`src/rtl/pipe_stage_reg.sv`:
```
// pipe_stage_reg: generic inter-stage pipeline register with valid/ready handshake,
// synchronous flush and hazard-field conditioning (Tnew decrement, WE masking for $0).
// Optional skid entry enabled by defining PIPE_SKID_EN; the default build has none.
// Whenever out_valid is 0 the output fields hold the bubble encoding, so hazard logic
// can use them without qualifying by valid.
module pipe_stage_reg #(
    parameter int unsigned DATA_W   = 64,
    parameter int unsigned TNEW_W   = 2,
    parameter logic [31:0] RESET_PC = 32'h0000_3000
) (
    input  logic              clk,
    input  logic              reset_n,
    input  logic              in_valid,
    output logic              in_ready,
    input  logic [31:0]       in_pc,
    input  logic [31:0]       in_instr,
    input  logic [DATA_W-1:0] in_data,
    input  logic              in_we,
    input  logic [4:0]        in_wa,
    input  logic [TNEW_W-1:0] in_tnew,
    input  logic              flush,
    output logic              out_valid,
    input  logic              out_ready,
    output logic [31:0]       out_pc,
    output logic [31:0]       out_instr,
    output logic [DATA_W-1:0] out_data,
    output logic              out_we,
    output logic [4:0]        out_wa,
    output logic [TNEW_W-1:0] out_tnew
);

    typedef struct packed {
        logic [31:0]       pc;
        logic [31:0]       instr;
        logic [DATA_W-1:0] data;
        logic              we;
        logic [4:0]        wa;
        logic [TNEW_W-1:0] tnew;
    } entry_t;

    function automatic entry_t bubble_entry();
        entry_t e;
        e    = '0;
        e.pc = RESET_PC;
        return e;
    endfunction

    entry_t main_q, main_d;
    logic   valid_q, valid_d;
    entry_t in_entry;
    logic   out_free;

    // Condition the incoming fields: saturating Tnew decrement, no write hazard on $0
    always_comb begin
        in_entry       = '0;
        in_entry.pc    = in_pc;
        in_entry.instr = in_instr;
        in_entry.data  = in_data;
        in_entry.we    = in_we && (in_wa != 5'd0);
        in_entry.wa    = in_wa;
        in_entry.tnew  = (in_tnew == '0) ? '0 : in_tnew - TNEW_W'(1);
    end

    // Main register is free to change when empty or when its content is being taken
    assign out_free = !valid_q || out_ready;

`ifdef PIPE_SKID_EN

    entry_t skid_q, skid_d;
    logic   skid_valid_q, skid_valid_d;
    logic   in_fire;

    assign in_ready = !skid_valid_q;
    assign in_fire  = in_valid && in_ready;

    // Next state: skid drains first into main to keep FIFO order; stalled inputs land in skid
    always_comb begin
        valid_d      = valid_q;
        main_d       = main_q;
        skid_valid_d = skid_valid_q;
        skid_d       = skid_q;
        if (flush) begin
            valid_d      = 1'b0;
            main_d       = bubble_entry();
            skid_valid_d = 1'b0;
            skid_d       = bubble_entry();
        end else if (out_free) begin
            if (skid_valid_q) begin
                valid_d      = 1'b1;
                main_d       = skid_q;
                skid_valid_d = 1'b0;
                skid_d       = bubble_entry();
            end else if (in_fire) begin
                valid_d = 1'b1;
                main_d  = in_entry;
            end else begin
                valid_d = 1'b0;
                main_d  = bubble_entry();
            end
        end else if (in_fire) begin
            skid_valid_d = 1'b1;
            skid_d       = in_entry;
        end
    end

    // Skid entry state
    always_ff @(posedge clk or negedge reset_n) begin
        if (!reset_n) begin
            skid_valid_q <= 1'b0;
            skid_q       <= bubble_entry();
        end else begin
            skid_valid_q <= skid_valid_d;
            skid_q       <= skid_d;
        end
    end

`else

    assign in_ready = out_free;

    // Next state: load on a free slot, bubble when nothing arrives, hold when stalled
    always_comb begin
        valid_d = valid_q;
        main_d  = main_q;
        if (flush) begin
            valid_d = 1'b0;
            main_d  = bubble_entry();
        end else if (out_free) begin
            if (in_valid) begin
                valid_d = 1'b1;
                main_d  = in_entry;
            end else begin
                valid_d = 1'b0;
                main_d  = bubble_entry();
            end
        end
    end

`endif

    // Main register state
    always_ff @(posedge clk or negedge reset_n) begin
        if (!reset_n) begin
            valid_q <= 1'b0;
            main_q  <= bubble_entry();
        end else begin
            valid_q <= valid_d;
            main_q  <= main_d;
        end
    end

    assign out_valid = valid_q;
    assign out_pc    = main_q.pc;
    assign out_instr = main_q.instr;
    assign out_data  = main_q.data;
    assign out_we    = main_q.we;
    assign out_wa    = main_q.wa;
    assign out_tnew  = main_q.tnew;

endmodule

```
`config.mk`:
```
export PLATFORM = sky130hd
export DESIGN_NAME = pipe_stage_reg
export DESIGN_NICKNAME = d
export VERILOG_FILES = /design/src/rtl/pipe_stage_reg.sv
export SDC_FILE = /design/constraint.sdc
export NUM_CORES = 1
export LEC_CHECK = 0
export BUFFER_PORTS_ARGS = -buffer_cell sky130_fd_sc_hd__clkbuf_2
export CORE_MARGIN = 5
export CORE_UTILIZATION = 44
export DETAILED_ROUTE_END_ITERATION = 10
export GPL_ROUTABILITY_DRIVEN = 1
export GPL_TIMING_DRIVEN = 0
export HOLD_SLACK_MARGIN = 0.15
export MAX_ROUTING_LAYER = met4
export PLACE_DENSITY = 0.84
export SLEW_MARGIN = 20
export SYNTH_ARGS = -nofsm -noshare
export SYNTH_HDL_FRONTEND = slang
export SYNTH_SLANG_ARGS = --single-unit
```
`constraint.sdc`:
```
create_clock -name clk -period 1.64 [get_ports clk]
set_input_delay 0.082 -clock clk [delete_from_list [all_inputs] [get_ports clk]]
set_output_delay 0.082 -clock clk [all_outputs]
set_load 0.02 [all_outputs]
```
==> results of run 1 <==
-- worst max-delay path, stage by stage, from the launching register on --
cell and delay [ns]:
dfrtp_1 0.38, nor2b_4 0.15, nor3b_1 0.29, buf_4 0.25, buf_6 0.19, buf_6 0.16
a22o_1 0.18
-- timing repair --
| action | 4_1_cts | 5_1_grt |
|---|---|---|
| setup endpoints to repair | 2 | 83 |
| gates resized for setup | 1 | 8 |
| hold buffers | 142 | 0 |
| endpoints found under the hold margin | 274 | 0 |
-- kinds of logic after synthesis --
| kind of cell | after synthesis | share of synthesized area |
|---|---|---|
| buf+inv | 31 | 0.0385 |
| flops | 137 | 0.703 |
| simple gates | 10 | 0.0136 |
| compound gates | 136 | 0.245 |
-- layer usage --
metal	wire length, um	global-route usage	up-vias
li1	-	-	2100
met1	6960	0.341	2422
met2	9550	0.484	315
met3	1500	0.0637	50
met4	522	0.130	0
met5	0	-	-
-- flip-flops by register name, summed over array words and instances (netlist names) --
name	flops
out_instr	32
out_wa	5
out_data	64
out_tnew	2
out_valid	1
out_we	1
out_pc	32
-- worst paths after layout --
check	slack [ns]	endpoint	startpoint
setup / recovery	-0.04	out_data[59]	out_valid
hold / removal	0.26	out_pc[14]	out_ready
setup reg to reg	-0.04	out_data[59]	out_valid
hold reg to reg	0.49	out_tnew[0]	out_tnew[0]
max in group asynchronous	0.26	out_data[58]	reset_n
min in group asynchronous	0.67	out_data[37]	reset_n
-- metrics by stage --
stage	instance area (um2)	power, uW	utilization
global placement	6450	4550	0.595
global route	8540	9150	0.788
finish	8540	8830	0.788
CTS	8530	8840	0.787
detailed placement	6480	4590	0.598
floorplan	4880	4100	-
-- cell type report --
cell class              instances  area [um2]
repair buffers                421        2850
clock inverters                 7         138
well taps                     140         175
multi-input cells             146        1260
diodes                          1        2.50
plain buffers                  29         196
clock buffers                  25         484
inverters                       2        7.51
fillers                       549        2300
flip-flops and latches        137        3430
-- power breakdown --
part           internal [uW]  total, uW  switching, uW  leakage, uW
combinational            602       1220            616      0.00240
clock                   2630       3980           1350     0.000302
sequential              3530       3640            102      0.00184
-- placed cells by master (no fill, tap or decap) --
master           n
clkbuf_4         1
nor3_1           1
inv_1            1
buf_2           12
nand3b_1         1
buf_16           1
diode_2          1
nand2b_1         1
clkbuf_1         4
clkinv_2         2
buf_6            8
clkbuf_2       281
clkbuf_16       16
buf_4            1
inv_2            1
clkinvlp_4       1
buf_1            3
a32o_1           3
nor2b_4          1
dfstp_2          2
clkbuf_8         6
o22a_1           2
nor3b_1          1
bufinv_16        4
dlygate4sd3_1  142
a22o_1         131
dfrtp_1        135
nor2_1           3
nand2_1          1
nor2_4           1
==> results by group, run 1 <==
Run status
  • Status: finished with violations
  • Violations in the final reports: setup timing

Global route
  • GR Overflow Total: 0
  • Antenna violations before repair: 0
  • First-pass GRT wire length: 28600 um
  • Global-route usage over all layers: 0.292
  • Vias in the first global route: 5378
  • Largest net degree at the start of global routing: 76

Clock tree
  • Setup Buffers After CTS: 0
  • TritonCTS clock tree: yes
  • Clock Path Buffers: 2
  • H-tree levels: 4
  • CTS Sinks: 137
  • Clk Latency, worst-skew pair: 0.52 ns
  • Inserted Clock Buffers: 17
  • Clk root buf: clkbuf_8
  • Clk pin slew, worst setup/hold paths: 0.06 ns

STA
  • RSZ-0062 raised after global routing: yes
  • Post-route setup slack: -0.0359 ns
  • Fin crit share: 1.02
  • Final Skew: 0.00426 ns
  • Max frequency: 0.597 GHz
  • TNS Setup: -0.124 ns
  • Final hold viol count: 0
  • Setup-failing EPs final: 12
  • Max_slew headroom: 0.664
  • Crit path time final: 1.68 ns
  • Slew at the pin closest to its max-slew limit: 0.504 ns
  • Hold_ws: 0.258 ns
  • Slew Limit Fails: 0

Yosys
  • Synth top area cells: dfrtp_1, a22o_1, buf_6
  • #FFs+latches synth: 137
  • Post-synthesis cell count: 314
  • Area leader, netlist: dfrtp_1
  • Post-Syn Area: 4880 um2
  • Async SR Flop Fraction: 1.00
  • EDFF count, synth: 0
  • Synth Flop Type: dfrtp_1
  • Yosys Warn Count: 0
  • Post-synthesis sequential area ratio: 0.703
  • Top post-synthesis cells by count: dfrtp_1, a22o_1, buf_2
  • Mapped Avg Cell Area: 15.5 um2
  • Syn Nets: 455
  • Most common cell in the synthesized netlist: dfrtp_1
  • Top-area cell type share of the netlist area: 0.692
  • Synth cell types: 18

Placed design
  • Placed cells: 733
  • DP Wirelength: 10700 um
  • Pre-CTS WS: 0.0312 ns
  • Buffers on Ports: 278
  • Placer Congestion: 0.888

Route
  • Avg Vias per Cell: 5.38
  • Initial DRT Pass Iterations: 7
  • Routed WL: 18500 um
  • Initial drt markers: 338
  • DR vias: 4887
  • # DRC: 0
  • Post-DRT Antenna Nets: 0
  • Routed wire per std cell: 20.4 um

Worst setup path
  • Critical Path End Type: flip-flop
  • Startpoint types: flip-flop
  • Crit path DAT: 2.12 ns
  • Reg2Reg Depth: 6
  • Setup CP Type: reg2reg
  • Max FO, Critical Path: 10
  • CP required: 2.08 ns

Cells and area
  • NumNets Final: 895
  • Final Non-Filler Cells: 908
  • Synth-to-Final Area Change: 75.1%
  • Fraction of layout cells with a size suffix above 1: 0.441

Flow run
  • Max-cap violations: 0

Worst hold path
  • Worst Hold Path Cells: 6
  • HP Class: in2reg

Power and ir drop
  • Power Density: 1030 nW/um2
  • Max VDD drop: 0.726 mV
  • Leakage: 0.00455 uW

Floorplan
  • Row count: 38
  • Width of the chip: 115 um
  • Full die area: 13300 um2
  • Core Region: 10800 um2
  • Initial cell density of the core: 0.450
  • # IOs: 279
  • Chip height: 115 um
Note: power is estimated with default switching activity, not from simulation.
==> run 2, diff against run 1 <==
- ABC_AREA: not set -> 1
- CORE_UTILIZATION: 44 -> 45
==> results by group, run 2 <==
Clock tree
  • TritonCTS clock tree: yes
  • H-tree levels: 4
  • CTS Sinks: 137
  • Clk pin slew, worst setup/hold paths: 0.06 ns
  • Clock Path Buffers: 2
  • Clk Latency, worst-skew pair: 0.40 ns
  • Clk root buf: clkbuf_16
  • Inserted Clock Buffers: 17

Global route
  • Global-route usage over all layers: 0.291
  • First-pass GRT wire length: 31200 um
  • GR Overflow Total: 0
  • Largest net degree at the start of global routing: 71
  • Antenna violations before repair: 2
  • Vias in the first global route: 6188

Cells and area
  • Fraction of layout cells with a size suffix above 1: 0.329
  • Most frequent cells in the layout: nand2_1, clkbuf_2, dlygate4sd3_1, dfrtp_1, clkbuf_16
  • Number of flip-flops in the largest register: 64
  • Synth-to-Final Area Change: 69.6%
  • Post-route cell area: 8820 um2
  • Commonest non-fill, non-tap cell in the layout: nand2_1
  • Final Non-Filler Cells: 1187
  • NumNets Final: 1170

Placed design
  • Placed Instance Area: 6810 um2
  • Buffers on Ports: 278
  • Placed cells: 1010
  • DP Wirelength: 11300 um
  • Pre-CTS WS: 0.131 ns
  • Placer Congestion: 0.845

Worst setup path
  • Most used cell, CP: nor2_1
  • Worst path top cell family by delay: buffers and inverters
  • Critical path, cell by cell: inv_1, nor2_1, nand2_1, dlygate4sd3_1, nor2_1, nor2_1
  • CP required: 1.98 ns
  • Crit path largest cell delay: 0.61 ns
  • Setup CP Type: reg2reg
  • Startpoint types: flip-flop
  • Max FO, Critical Path: 3
  • Crit path DAT: 1.84 ns
  • Critical Path End Type: flip-flop
  • Slowest stage cell, crit path: dlygate4sd3_1
  • Bufs and invs on worst path: 2

STA
  • Fin crit share: 0.918
  • Max frequency: 0.664 GHz
  • Max_slew headroom: 0.626
  • Crit path time final: 1.51 ns
  • Slew at the pin closest to its max-slew limit: 0.561 ns
  • TNS Setup: 0 ns
  • Post-route setup slack: 0.135 ns
  • RSZ-0062 raised after global routing: no
  • Final Skew: 0.00554 ns
  • Final hold viol count: 0
  • Slew Limit Fails: 0
  • Setup-failing EPs final: 0

Power and ir drop
  • Power Density: 972 nW/um2
  • Max VDD drop: 0.649 mV
  • Leakage: 0.00520 uW

Yosys
  • EDFF count, synth: 0
  • Top post-synthesis cells by count: nand2_1, dfrtp_1, buf_2
  • Post-Synth Adder-Cell Area: 0
  • Post-Syn Area: 5200 um2
  • Synth top area cells: dfrtp_1, nand2_1, buf_4
  • #FFs+latches synth: 137
  • Mapped Avg Cell Area: 8.84 um2
  • Most common cell in the synthesized netlist: nand2_1
  • Synth Flop Type: dfrtp_1
  • Post-Synth XOR/XNOR Area: 0
  • Async SR Flop Fraction: 1.00
  • Top-area cell type share of the netlist area: 0.650
  • Largest family of logic cells by synthesized area: simple AND/OR/NAND/NOR gates
  • Synth Area in Compound Gates: 0.00289
  • Yosys Warn Count: 0
  • Post-synthesis cell count: 588
  • Area leader, netlist: dfrtp_1
  • Syn Nets: 729
  • Post-Synth Simple-Gate Area: 0.302
  • Synth cell types: 13
  • Post-synthesis sequential area ratio: 0.660
  • Mux contribution to synthesized area: 0

Floorplan
  • Width of the chip: 117 um
  • Row count: 39
  • Chip height: 117 um
  • Initial cell density of the core: 0.457
  • Core Region: 11400 um2
  • # IOs: 279
  • Full die area: 13800 um2

Route
  • Post-DRT Antenna Nets: 0
  • # DRC: 0
  • Initial drt markers: 385
  • DR vias: 5749
  • Initial DRT Pass Iterations: 5
  • Routed WL: 19800 um
  • Met2 wire length: 10300 um
  • Met1 Routed Length: 7050 um
  • Met3 WL post-DR: 1410 um
  • Avg Vias per Cell: 4.84
  • Top Layer Used: met4
  • Routed wire per std cell: 16.7 um

Flow run
  • Max-cap violations: 0

Run status
  • Status: complete, no violations

Worst hold path
  • HP Class: in2async
## run 2: changes by cell type in the layout (fill, tap and decap cells not counted), moves of 4 or more
cell	before	now
buf_4	1	12
buf_6	8	0
a22o_1	131	0
clkinv_4	0	4
nor2_1	3	9
nand2_1	1	401
clkbuf_8	6	1
clkbuf_2	281	277
## run 2: final timing paths
| check | start | endpoint | slack, ns | cells after the start |
|---|---|---|---|---|
| max | out_valid | out_pc[12] | 0.13 | 6 |
| min | reset_n | out_data[12] | 0.24 | 2 |
| max reg2reg | out_valid | out_pc[12] | 0.13 | 6 |
| min reg2reg | out_data[5] | out_data[5] | 0.48 | 2 |
| max in group asynchronous | reset_n | out_instr[25] | 0.66 | 3 |
| min in group clk | out_ready | out_tnew[0] | 0.35 | 5 |
## run 2: layout make-up
class	instances	area (um2)
repair buffers	422	2860
fillers	678	2550
multi-input cells	418	1590
flip-flops and latches	137	3430
clock buffers	17	425
clock inverters	15	154
well taps	143	179
diodes	2	5.00
plain buffers	28	164
inverters	5	18.8
## run 2: where the power goes
| group | switching [uW] | total (uW) | internal, uW | leakage (uW) |
|---|---|---|---|---|
| clock network | 1510 | 3750 | 2240 | 0.000275 |
| registers | 96.5 | 3630 | 3540 | 0.00184 |
| logic | 663 | 1200 | 534 | 0.00308 |
## run 2: kinds of logic (layout without fill, tap and decap cells)
group,count (synthesis),after routing
flip-flops,137,137
AO/OA/AOI/OAI,3,3
buffers and inverters,33,487
other,0,2
AND/OR/NAND/NOR,415,415
## run 2: per-stage QoR
stage / hold WS (ns) / total power [uW] / utilization
after floorplan: -0.214 / 4080 / -
after global placement: 0.276 / 4540 / 0.595
after detailed placement: 0.122 / 4570 / 0.599
after CTS: 0.260 / 8540 / 0.775
after global routing: 0.290 / 8890 / 0.776
final: 0.244 / 8570 / 0.776
## run 2: per-layer routing
metal / GRT usage / vias up
met2: 0.499 / 312
li1: - / 2651
met5: - / -
met1: 0.313 / 2699
met4: 0.150 / 0
met3: 0.0697 / 87
## run 2: repair_timing
action	in CTS	in global routing
resized for setup	0	0
endpoints found under the hold margin	206	0
buffers inserted	0	1
endpoints found under the setup margin	0	2
hold buffers	142	0
